--- config.mk ---
export PLATFORM = sky130hd
export DESIGN_NAME = wb_arbiter
export DESIGN_NICKNAME = d
export VERILOG_FILES = /design/src/rtl/wb_arbiter.sv
export SDC_FILE = /design/constraint.sdc
export NUM_CORES = 1
export LEC_CHECK = 0
export CELL_PAD_IN_SITES_DETAIL_PLACEMENT = 0
export CELL_PAD_IN_SITES_GLOBAL_PLACEMENT = 2
export CORE_MARGIN = 3
export CORE_UTILIZATION = 24
export CTS_BUF_LIST = sky130_fd_sc_hd__clkbuf_2 sky130_fd_sc_hd__clkbuf_4 sky130_fd_sc_hd__clkbuf_8
export CTS_CLUSTER_SIZE = 12
export DETAILED_ROUTE_END_ITERATION = 8
export GPL_TIMING_DRIVEN = 0
export PLACE_DENSITY_LB_ADDON = 0.1
export SYNTH_ARGS = -nofsm -noshare
export SYNTH_HDL_FRONTEND = slang
export SYNTH_SLANG_ARGS = --single-unit
export TNS_END_PERCENT = 50
--- constraint.sdc ---
create_clock -name clk -period 6 [get_ports clk]
set_input_delay 1.5 -clock clk [delete_from_list [all_inputs] [get_ports clk]]
set_output_delay 1.5 -clock clk [all_outputs]
set_load 0.1 [all_outputs]
--- src/rtl/wb_arbiter.sv ---
// Write-port arbiter: merges two producers into one register-file write port
// through an in-order pending-write queue with hazard lookup on queued entries.
module wb_arbiter #(
    parameter int DEPTH = 4,
    parameter int AW    = 5,
    parameter int DW    = 32
) (
    input  logic                     clk,
    input  logic                     rst,
    input  logic                     a_valid,
    input  logic [AW-1:0]            a_waddr,
    input  logic [DW-1:0]            a_wdata,
    output logic                     a_ready,
    input  logic                     b_valid,
    input  logic [AW-1:0]            b_waddr,
    input  logic [DW-1:0]            b_wdata,
    output logic                     b_ready,
    output logic                     we,
    output logic [AW-1:0]            waddr,
    output logic [DW-1:0]            wdata,
    input  logic [AW-1:0]            raddr1,
    input  logic [AW-1:0]            raddr2,
    output logic                     pend1,
    output logic                     pend2,
    output logic [$clog2(DEPTH):0]   count
);

    localparam int PW = $clog2(DEPTH);
    localparam int CW = PW + 1;
    localparam logic [CW-1:0] FULL = CW'(DEPTH);

    logic [AW-1:0] addr_q [DEPTH];
    logic [DW-1:0] data_q [DEPTH];
    logic [PW-1:0] rptr;
    logic [PW-1:0] wptr;
    logic [PW-1:0] b_slot;
    logic [PW-1:0] offset;
    logic          a_en;
    logic          b_en;
    logic          pop;
    logic [CW-1:0] a_inc;
    logic [CW-1:0] b_inc;

    // Readiness looks only at occupancy before the edge; the concurrent pop is not credited.
    always_comb begin
        a_ready = rst && (count < FULL);
        a_en    = a_valid && a_ready && (a_waddr != '0);
        a_inc   = CW'(a_en);
        b_ready = rst && ((count + a_inc) < FULL);
        b_en    = b_valid && b_ready && (b_waddr != '0);
        b_inc   = CW'(b_en);
        pop     = (count != '0);
        b_slot  = wptr + PW'(a_en);
    end

    always_ff @(posedge clk) begin
        if (!rst) begin
            rptr  <= '0;
            wptr  <= '0;
            count <= '0;
            we    <= 1'b0;
            waddr <= '0;
            wdata <= '0;
        end else begin
            if (pop) begin
                we    <= 1'b1;
                waddr <= addr_q[rptr];
                wdata <= data_q[rptr];
                rptr  <= rptr + PW'(1);
            end else begin
                we    <= 1'b0;
                waddr <= '0;
                wdata <= '0;
            end
            wptr  <= wptr + PW'(a_en) + PW'(b_en);
            count <= count + a_inc + b_inc - CW'(pop);
        end
    end

    // A is always stored ahead of B when both are taken in the same cycle.
    always_ff @(posedge clk) begin
        if (a_en) begin
            addr_q[wptr] <= a_waddr;
            data_q[wptr] <= a_wdata;
        end
        if (b_en) begin
            addr_q[b_slot] <= b_waddr;
            data_q[b_slot] <= b_wdata;
        end
    end

    // Only entries still in the queue count; the output stage is forwarded by the register file.
    always_comb begin
        pend1  = 1'b0;
        pend2  = 1'b0;
        offset = '0;
        for (int unsigned i = 0; i < DEPTH; i++) begin
            offset = PW'(i) - rptr;
            if ({1'b0, offset} < count) begin
                if (addr_q[i] == raddr1) pend1 = 1'b1;
                if (addr_q[i] == raddr2) pend2 = 1'b1;
            end
        end
        pend1 = pend1 && rst && (raddr1 != '0);
        pend2 = pend2 && rst && (raddr2 != '0);
    end

endmodule

==> out/qor.csv <==
stage;metric;value;unit
critical_path;arrival;4.18;ns
clock_network;clk_latency;0.48;ns
drt;wl_per_cell;22.8;um
yosys;syn-cell-area;9450;um2
critical_path;timing.critical_path.mode_cell;ha_1;
floorplanning;num_rows;72;
placement;gp_congestion;0.778;
final_layout;final_cells;1270;
yosys;synth_nets;692;
critical_path;worstReg2RegStart;count[2];
drt;drtAntennaViolNets;0;
min_path;min-delay-start;data_q[2][13];
floorplanning;design.core.area;38700;um2
yosys;syn_inst;593;
power_and_ir_drop;power_density;419;nW/um2
yosys;yosysWarnings;0;
global_routing;grt_pass1_vias;6232;
power_and_ir_drop;p_clk_share;17.3;%
critical_path;crit_chain;clkdlybuf4s50_1, nor2b_2, nand2_1, a21oi_1, ha_1, ha_1, xnor2_2, and2_1, clkdlybuf4s15_2;
global_routing;antenna_found_initial;4;
power_and_ir_drop;leakagePower;4.06;nW
critical_path;cp_num_cells;9;
critical_path;crit_path_top_delay_cell;clkdlybuf4s15_2;
global_routing;grt_max_degree;38;
drt;via_per_inst;4.34;
clock_network;cts.htree.levels;4;
power_and_ir_drop;p_sw;0.00209;W
global_routing;grt_pass1_wl;42200;um
clock_network;clockBufferDepth;2;
timing;worst_slack;0.321;ns
power_and_ir_drop;peakVddDrop;0.178;mV
min_path;min_to;wdata[13];
global_routing;grt_usage;14.2;%
placement;dp_hpwl;20100;um
timing;clock-skew-final;0.0132;ns
clock_network;cts_buffers;17;
drt;wl;29000;um
timing;grt_setup_unrepaired;no;
final_layout;syn_to_final_growth;25.3;%
yosys;synth-async-reset-ratio;0;%
yosys;synth_seq_area_share;56.5;%
drt;dr.pass1.iters;4;
floorplanning;die_h;204;um
critical_path;crit_buf_inv;2;
placement;dp.cells;1237;
timing;finalHoldViolations;0;
placement;dp_worst_setup_slack;-0.306;ns
critical_path;r2r_slack;1.94;ns
clock_network;hold_buffers;0;
min_path;worstHoldPathCells;2;
critical_path;end_kind;output pin;
timing;max_slew_margin;34.0;%
power_and_ir_drop;comb_power_share;46.5;%
outcome;status;finished clean;
critical_path;startpoint_type;input port;
yosys;postSynthAreaPerCell;15.9;um2
yosys;synth-edff-count;148;
min_path;min_path_type;reg -> reg;
placement;port_buffers;122;
critical_path;r2r_cells;13;
drt;drtIter0Drc;212;
clock_network;path_clk_slew;0.10;ns
timing;fmax;0.176;GHz
critical_path;crit_start;rst;
yosys;ys_ff_latch;193;
critical_path;cp_top_family;buffers and inverters;
timing;worst_pin_slew;0.986;ns
timing;final.setup.tns;0;ns
critical_path;slowest_delay;0.58;ns
timing;slew_violations;0;
global_routing;grt_overflow_total;0;
drt;vias;5510;
clock_network;cts_root_buf;clkbuf_8;
power_and_ir_drop;switching_share;42.2;%
floorplanning;die_w;204;um
power_and_ir_drop;seqPwrFrac;36.2;%
final_layout;fin_nets;837;
floorplanning;ioPinCount;133;
timing;min_period_over_period;94.7;%
critical_path;cp_data_required_time;4.50;ns
clock_network;cts_tree;built;
critical_path;worstSetupPathType;in -> out;
floorplanning;start_util;24.4;%
final_layout;drive_gt1_share;32.6;%
timing;period_minus_slack;5.68;ns
clock_network;cts_sinks;193;
yosys;synth_flop_cell;edfxtp_1;
run;drv_cap;0;
power_and_ir_drop;p_int;0.00287;W
critical_path;worstReg2RegEnd;data_q[3][16];
drt;drc;0;
timing;finalSetupViolations;0;
yosys;synth.distinct_cells;38;
critical_path;path_max_fanout;5;
floorplanning;die_area;41800;um2
## routing by layer
layer  GRT usage (%)  up-vias  wire [um]
li1                -     2557          -
met1            17.4     2825      12600
met2            25.5      100      15000
met3            3.22       22       1120
met4            3.12        6        267
met5               0        -         45
## logic make-up (layout without fill, tap and decap cells)
kind of cell,count (synthesis),in the layout,share of synthesized area (%)
xor+xnor,48,48,4.53
other cells,0,1,0
fa+ha+maj,11,11,1.54
flops,193,193,56.5
buf+inv,54,212,2.92
simple gates,85,85,5.16
compound gates,17,17,1.36
mux,185,185,28.0
## per-stage QoR
stage,total power (W),hold slack (ns),instance area (um2),utilization [%]
final,0.00496,0.699,11800,30.6
after floorplan,0.00344,0.667,9460,-
after detailed placement,0.00418,0.684,11500,29.6
after CTS,0.00506,0.708,11800,30.6
after global placement,0.00415,0.676,11300,29.3
after global routing,0.00523,0.721,11800,30.6
## state kept, by name, indices dropped and copies added (netlist names)
| signal | flops |
|---|---|
| addr_q | 20 |
| wdata | 32 |
| count | 3 |
| data_q | 128 |
| waddr | 5 |
| we | 1 |
| wptr | 2 |
| rptr | 2 |
## power by group through the flow
stage / registers (W) / logic [W] / clock network (W)
2_1_floorplan: 0.00252 / 0.000924 / 0
3_3_place_gp: 0.00183 / 0.00232 / 0
3_5_place_dp: 0.00183 / 0.00235 / 0
4_1_cts: 0.00180 / 0.00236 / 0.000900
5_1_grt: 0.00182 / 0.00246 / 0.000948
6_report: 0.00180 / 0.00231 / 0.000860
## worst max-delay path by stage
stage	slack [ns]	to
6_report	0.32	b_ready
5_1_grt	0.15	b_ready
4_1_cts	0.27	b_ready
3_5_place_dp	-0.31	b_ready
3_3_place_gp	-0.21	b_ready
2_1_floorplan	0.12	addr_q[1][0]
## repair_timing
action,in CTS,in global routing
endpoints found under the setup margin,1,0
hold endpoints to repair,0,0
buffers inserted,0,0
gates resized for setup,3,0
## cell type report
cell class / count / area (um2)
Timing Repair Buffer: 126 / 1320
Tap cell: 518 / 648
Multi-Input combinational cell: 346 / 3870
Sequential cell: 193 / 5350
Antenna cell: 1 / 2.50
Clock buffer: 18 / 241
Inverter: 9 / 33.8
Fill cell: 3895 / 26900
Clock inverter: 14 / 141
Buffer: 45 / 243
## cells in the final DEF, fill, tap and decap left out, types with 3 or more instances in the layout
master / synthesis / final
nor3_1: 7 / 7
xnor2_1: 26 / 26
buf_2: 11 / 11
dfxtp_1: 45 / 45
buf_4: 4 / 4
mux2_1: 6 / 6
buf_1: 3 / 3
clkdlybuf4s50_1: 0 / 121
and2_1: 7 / 7
inv_1: 9 / 9
a21oi_1: 5 / 5
ha_1: 10 / 10
edfxtp_1: 148 / 148
nand3_1: 7 / 7
clkinvlp_4: 0 / 5
mux2_4: 38 / 38
clkbuf_1: 21 / 21
buf_6: 6 / 6
xor2_1: 21 / 21
mux2_2: 104 / 104
mux4_2: 37 / 37
nor2_1: 9 / 9
o22ai_1: 3 / 3
and3_1: 37 / 37
clkbuf_8: 0 / 17
nand2_1: 7 / 7
## tightest hold or removal path: cells and delay by family (launching register included)
kind             cells  cell delay, ns
DFF                  1            0.33
muxes                1            0.22
and+or+nand+nor      1            0.14
## synthesized netlist by cell type (10+ instances only)
master    number  area, um2
mux2_2       104       1170
mux2_4        38        571
and3_1        37        231
xor2_1        21        184
dfxtp_1       45        901
clkbuf_1      21       78.8
xnor2_1       26        228
edfxtp_1     148       4440
mux4_2        37        833
ha_1          10        125
buf_2         11       55.1
Power figures use the tool's default switching activity.
